[src/rtl/mux5_sel8_if.sv]
// Bus bundle for the 8:1 register-address mux: select code, eight candidate
// fields and the combinational and registered results.
interface mux5_sel8_if #(
   parameter int WIDTH = 5
);
   logic [2:0]       choose;
   logic [WIDTH-1:0] input0;
   logic [WIDTH-1:0] input1;
   logic [WIDTH-1:0] input2;
   logic [WIDTH-1:0] input3;
   logic [WIDTH-1:0] input4;
   logic [WIDTH-1:0] input5;
   logic [WIDTH-1:0] input6;
   logic [WIDTH-1:0] input7;
   logic [WIDTH-1:0] out;
   logic [WIDTH-1:0] out_q;

   modport master (
      output choose, input0, input1, input2, input3,
             input4, input5, input6, input7,
      input  out, out_q
   );

   modport slave (
      input  choose, input0, input1, input2, input3,
             input4, input5, input6, input7,
      output out, out_q
   );
endinterface

[src/rtl/mux5_sel8.sv]
// 8-to-1 mux for 5-bit destination-register fields with a combinational
// result and a one-cycle registered copy for pipelined consumers.
module mux5_sel8 #(
   parameter int WIDTH = 5
) (
   input  logic        clk,
   input  logic        reset,
   mux5_sel8_if.slave  bus
);

   logic [WIDTH-1:0] out_s;
   logic [WIDTH-1:0] out_q_r;

   // Select one candidate field; an unknown select resolves to zero.
   always_comb begin
      out_s = {WIDTH{1'b0}};
      case (bus.choose)
         3'd0:    out_s = bus.input0;
         3'd1:    out_s = bus.input1;
         3'd2:    out_s = bus.input2;
         3'd3:    out_s = bus.input3;
         3'd4:    out_s = bus.input4;
         3'd5:    out_s = bus.input5;
         3'd6:    out_s = bus.input6;
         3'd7:    out_s = bus.input7;
         default: out_s = {WIDTH{1'b0}};
      endcase
   end

   // Pipeline copy of the selection; reset clears it without waiting for a clock.
   always_ff @(posedge clk or negedge reset) begin
      if (!reset) begin
         out_q_r <= {WIDTH{1'b0}};
      end else begin
         out_q_r <= out_s;
      end
   end

   assign bus.out   = out_s;
   assign bus.out_q = out_q_r;

endmodule

[src/flat_wrapper.sv]
// flat-port wrapper written by rule: the top's interface ports become plain ports
module mux5_sel8_flat 
#(
   parameter int WIDTH = 5
)
  (clk, reset, bus_choose, bus_input0, bus_input1, bus_input2, bus_input3, bus_input4, bus_input5, bus_input6, bus_input7, bus_out, bus_out_q);
  mux5_sel8_if #(.WIDTH(WIDTH)) bus_i ();
  input  logic clk;
  input  logic reset;
  input wire logic [$bits(bus_i.choose)-1:0] bus_choose;
  input wire logic [$bits(bus_i.input0)-1:0] bus_input0;
  input wire logic [$bits(bus_i.input1)-1:0] bus_input1;
  input wire logic [$bits(bus_i.input2)-1:0] bus_input2;
  input wire logic [$bits(bus_i.input3)-1:0] bus_input3;
  input wire logic [$bits(bus_i.input4)-1:0] bus_input4;
  input wire logic [$bits(bus_i.input5)-1:0] bus_input5;
  input wire logic [$bits(bus_i.input6)-1:0] bus_input6;
  input wire logic [$bits(bus_i.input7)-1:0] bus_input7;
  output wire logic [$bits(bus_i.out)-1:0] bus_out;
  output wire logic [$bits(bus_i.out_q)-1:0] bus_out_q;
  assign bus_i.choose = bus_choose;
  assign bus_i.input0 = bus_input0;
  assign bus_i.input1 = bus_input1;
  assign bus_i.input2 = bus_input2;
  assign bus_i.input3 = bus_input3;
  assign bus_i.input4 = bus_input4;
  assign bus_i.input5 = bus_input5;
  assign bus_i.input6 = bus_input6;
  assign bus_i.input7 = bus_input7;
  assign bus_out = bus_i.out;
  assign bus_out_q = bus_i.out_q;
  mux5_sel8 #(.WIDTH(WIDTH)) u_core (.clk(clk), .reset(reset), .bus(bus_i));
endmodule
[config.mk]
export PLATFORM = sky130hd
export DESIGN_NAME = mux5_sel8_flat
export DESIGN_NICKNAME = d
export VERILOG_FILES = /design/src/rtl/mux5_sel8_if.sv /design/src/rtl/mux5_sel8.sv /design/src/flat_wrapper.sv
export SDC_FILE = /design/constraint.sdc
export NUM_CORES = 1
export LEC_CHECK = 0
export ABC_AREA = 1
export ABC_CLOCK_PERIOD_IN_PS = 1190
export CAP_MARGIN = 25
export CORE_ASPECT_RATIO = 1.4
export CORE_UTILIZATION = 29
export DETAILED_ROUTE_END_ITERATION = 10
export GPL_TIMING_DRIVEN = 0
export MAX_ROUTING_LAYER = met4
export PLACE_DENSITY = 0.8
export SLEW_MARGIN = 20
export SYNTH_ARGS = -nofsm -noshare
export SYNTH_HDL_FRONTEND = slang
export SYNTH_SLANG_ARGS = --single-unit
[constraint.sdc]
create_clock -name clk -period 1.19 [get_ports clk]
set_clock_uncertainty 0.05 [all_clocks]
set_input_delay 0.1785 -clock clk [delete_from_list [all_inputs] [get_ports clk]]
set_output_delay 0.1785 -clock clk [all_outputs]
set_load 0.02 [all_outputs]
; ---- Yosys cells after proc, flatten, opt, wreduce, memory -nomap -nowiden
; Index checks and enable logic that the tools add are counted.
[word_totals]
n_memories = 0
ram_bits = 0
elab_cells = 10
output_inout_bits = 10
in_bits = 45
regBits = 5
latchBits = 0
romBits = 0
[classes]
bitwise_logic = 0
n_eq_ne = 7
n_reduce_logical = 1
order_cmp = 0
shifts = 0
n_addsub = 0
muxes = 1
div_mod_pow = 0
n_mul = 0
[ops]
columns = op, n
row1 = case mux 5 bit (8 select lines), 1
row2 = equality test 3 bit (second input constant), 4
row3 = equality test 3 x 2 -> 1 bit (second input constant), 2
row4 = equality test 3 x 1 -> 1 bit (second input constant), 1
row5 = logical NOT 3 bit, 1

; ---- Logic depth before layout (Yosys ltp)
[logic_depth]
word_depth = 2
mapped_depth = 6
mapped_depth_nobuf = 5

; ---- Worst setup path after synthesis
; OpenSTA, ideal clock, no wires.
[synth_timing]
path_type = input port to flip-flop
startpoint = in bus_choose[2]
endpoint = reg u_core.out_q_r[0] (netlist: u_core.bus.out_q[0])
setup_slack_ns = 0.020
t_arrival_ns = 0.915
cell_stages = 6
setup_ns = 0.205
required_ns = 0.935
path_buffers = 2
path_cell_list = buf_2 -> buf_4 -> nand4_1 -> nand2_1 -> nor2_1 -> nand3_1
[synth_via]
elab_chain_len = 2
word_cells_on_any_way = 9
classes_between = eq/ne (7) / mux (1) / reduce/logical (1)
[synth_lines]
columns = item, line
row1 = "start, declared", flat_wrapper.sv:10  ; input wire logic [$bits(bus_i.choose)-1:0] bus_choose;
row2 = "equality test 3 bit, or another cell as far along", mux5_sel8.sv:17  ; case (bus.choose)
row3 = case mux 5 bit (8 select lines) *, mux5_sel8.sv:17
row4 = via bus_out[0], flat_wrapper.sv:19  ; output wire logic [$bits(bus_i.out)-1:0] bus_out;
row5 = "end signal, assigned", mux5_sel8.sv:33  ; out_q_r <= {WIDTH{1'b0}};
row6 = "end signal, assigned", mux5_sel8.sv:35  ; out_q_r <= out_s;
row7 = "end, declared", mux5_sel8.sv:12  ; logic [WIDTH-1:0] out_q_r;
; The timed path passes the listed nets; every way through them passes the cells marked *.

; ---- Final worst setup path
[layout_timing]
startpoint = in bus_choose[0]
endpoint = out bus_out[2]
[layout_via]
elab_chain_len = 2
word_cells_on_any_way = 9
classes_between = eq/ne (7) / mux (1) / reduce/logical (1)
[layout_lines]
columns = item, line
row1 = "equality test 3 bit, or another cell as far along", mux5_sel8.sv:17
row2 = case mux 5 bit (8 select lines) *, mux5_sel8.sv:17
row3 = "end, declared", flat_wrapper.sv:19
; Every way passes the cells marked *; elsewhere a longest branch is shown, timed or not.

==> impl_metrics.yaml <==
route:
  drt_first_iter_violations: 25
  drcViolationCount: 0
  drtPass1Iterations: 4
  vias: 964
  routed_wl_um: 2590
  ant_nets: 0
  routed_via_density: 5.48
  wl_per_cell_um: 14.7
clocking:
  cts_hold_buffers: 0
  root_buffer: "clkbuf_4"
  cts_tree: "yes"
  clk_pin_slew_ps: 50
  h-tree-depth: 1
  cts.sinks: 5
  cts_buffer_depth: 2
  numCtsBuffers: 3
placed_design:
  dp_hpwl_um: 1690
  gp_congestion: 0.938
  portBuffers: 52
power:
  finalPower_uw: 894
  p_leak_uw: 0.000740
  ir_drop_uv: 289
  p_per_area_nw_per_um2: 670
floorplanning:
  fp.dieH_um: 53.6
  die_w_um: 38.8
  die-area_um2: 2080
  rows: 18
  core-area_um2: 1780
  start_util_pct: 30.9
  ios: 55
sta:
  holdWs_ps: 91.9
  max_freq_ghz: 0.816
  worstMarginPinSlew_ps: 244
  rsz0062_at_grt: "true"
  finalCritPeriodShare_pct: 103
  period_needed_ps: 1230
  fin_ws_ps: -36.2
  setup-tns-final_ps: -56.7
  hold_viol_final: 0
  setup_viol: 2
  slew_headroom_pct: 83.7
  report.final.slew_viol_count: 0
finish:
  num_antenna_cells: 0
  largest_reg_flops: 5
  final_cell_mix: "33 x dlygate4sd2_1, 20 x nand4_1, 20 x nand2_1"
  multi_input_area_um2: 450
  num-fill-cells: 140
  final_common_cell: "dlygate4sd2_1"
  final-seq-area_um2: 125
  fin_nets: 202
  drive_gt1_share_pct: 30.1
  area_growth_pct: 142
yosys:
  synthDistinctLibCells: 12
  syn_area_um2: 551
  synth_warnings: 0
  yosysSeqAreaShare_pct: 22.7
  ys_ff_latch: 5
  synth.net_count: 138
  postSynthCellCount: 93
  syn_avg_cell_area_um2: 5.92
worst_setup_path:
  cp-startpoint: "bus_choose[0]"
  critPathKind: "input port to output port"
  cp_data_required_time_ps: 960
  cp-end-kind: "output port"
  cp.arrival_ps: 1000
  critPathLaunchType: "input port"
  crit_fanout: 7
global_route:
  overflow: 0
  grt_usage_pct: 25.3
  antenna_found_initial: 0
  grt_pass1_vias: 871
  grt_first_pass_wirelength_um: 3570
  grt_max_degree: 12
status:
  violations: "setup timing"
  status: "finished, violations left"
hold_path:
  hold_class: "input port to async pin"
flow_run:
  maxCapViolCount: 0
==> metal layers <==
metal  track usage (%)  up-vias  part of all wire, %
li1                  -      448                    -
met1              23.1      432                   34
met2              47.2       73                   55
met3              2.48       11                  7.9
met4              16.7        0                  2.2
met5                 -        -                    0
==> final timing paths <==
check                      slack (ps)  cells past startpoint             endpoint
max in group asynchronous         790                      1  u_core.bus.out_q[0]
min in group clk                  240                      4  u_core.bus.out_q[4]
setup / recovery                  -40                      7           bus_out[2]
hold / removal                     90                      1  u_core.bus.out_q[4]
==> worst max-delay path: stages <==
cell and delay (ps):
buf_12 120, buf_8 120, nand4_1 80, nand2_1 90
nor2_2 150, nand3_2 110, buf_6 140
==> stage by stage <==
step	util, %	cells	instance area (um^2)	setup slack [ps]
floorplan	-	93	551	19.8
global placement	61.6	165	1100	-1000
detailed placement	61.6	165	1100	-1020
CTS	68.3	174	1210	-186
global route	75.0	176	1330	-68.0
finish	75.0	176	1330	-36.2
==> timing repair <==
action	in CTS	in global routing
cloned	3	1
setup buffers	2	1
gates resized for setup	96	26
endpoints found under the setup margin	15	5
pin swaps	45	24
==> cells in the mapped netlist, drive strengths merged <==
library cell	n	area, um^2
buf	5	32.5
clkbuf	1	3.75
dfrtp	5	125
inv	8	30.0
nand2	20	75.1
nand3	16	80.1
nand4	20	125
nor2	17	68.8
nor3	1	10.0
==> power breakdown <==
group / leakage (uW) / switching, uW / internal [uW]
clock network: 0.0000150 / 90.2 / 128
logic: 0.000664 / 228 / 250
registers: 0.0000607 / 4.90 / 192
==> cells by family after synthesis <==
family	synth area share [%]
flip-flops	22.7
buffers and inverters	12.0
AND/OR/NAND/NOR	65.2
==> cell type report <==
class | instances | area share (%)
tap | 20 | 1.88
timing repair buffer | 59 | 44.8
inverter | 8 | 2.63
clock buffer | 4 | 1.97
multi-input combinational | 74 | 33.8
buffer | 6 | 5.53
sequential | 5 | 9.38
Power figures use the tool's default switching activity.
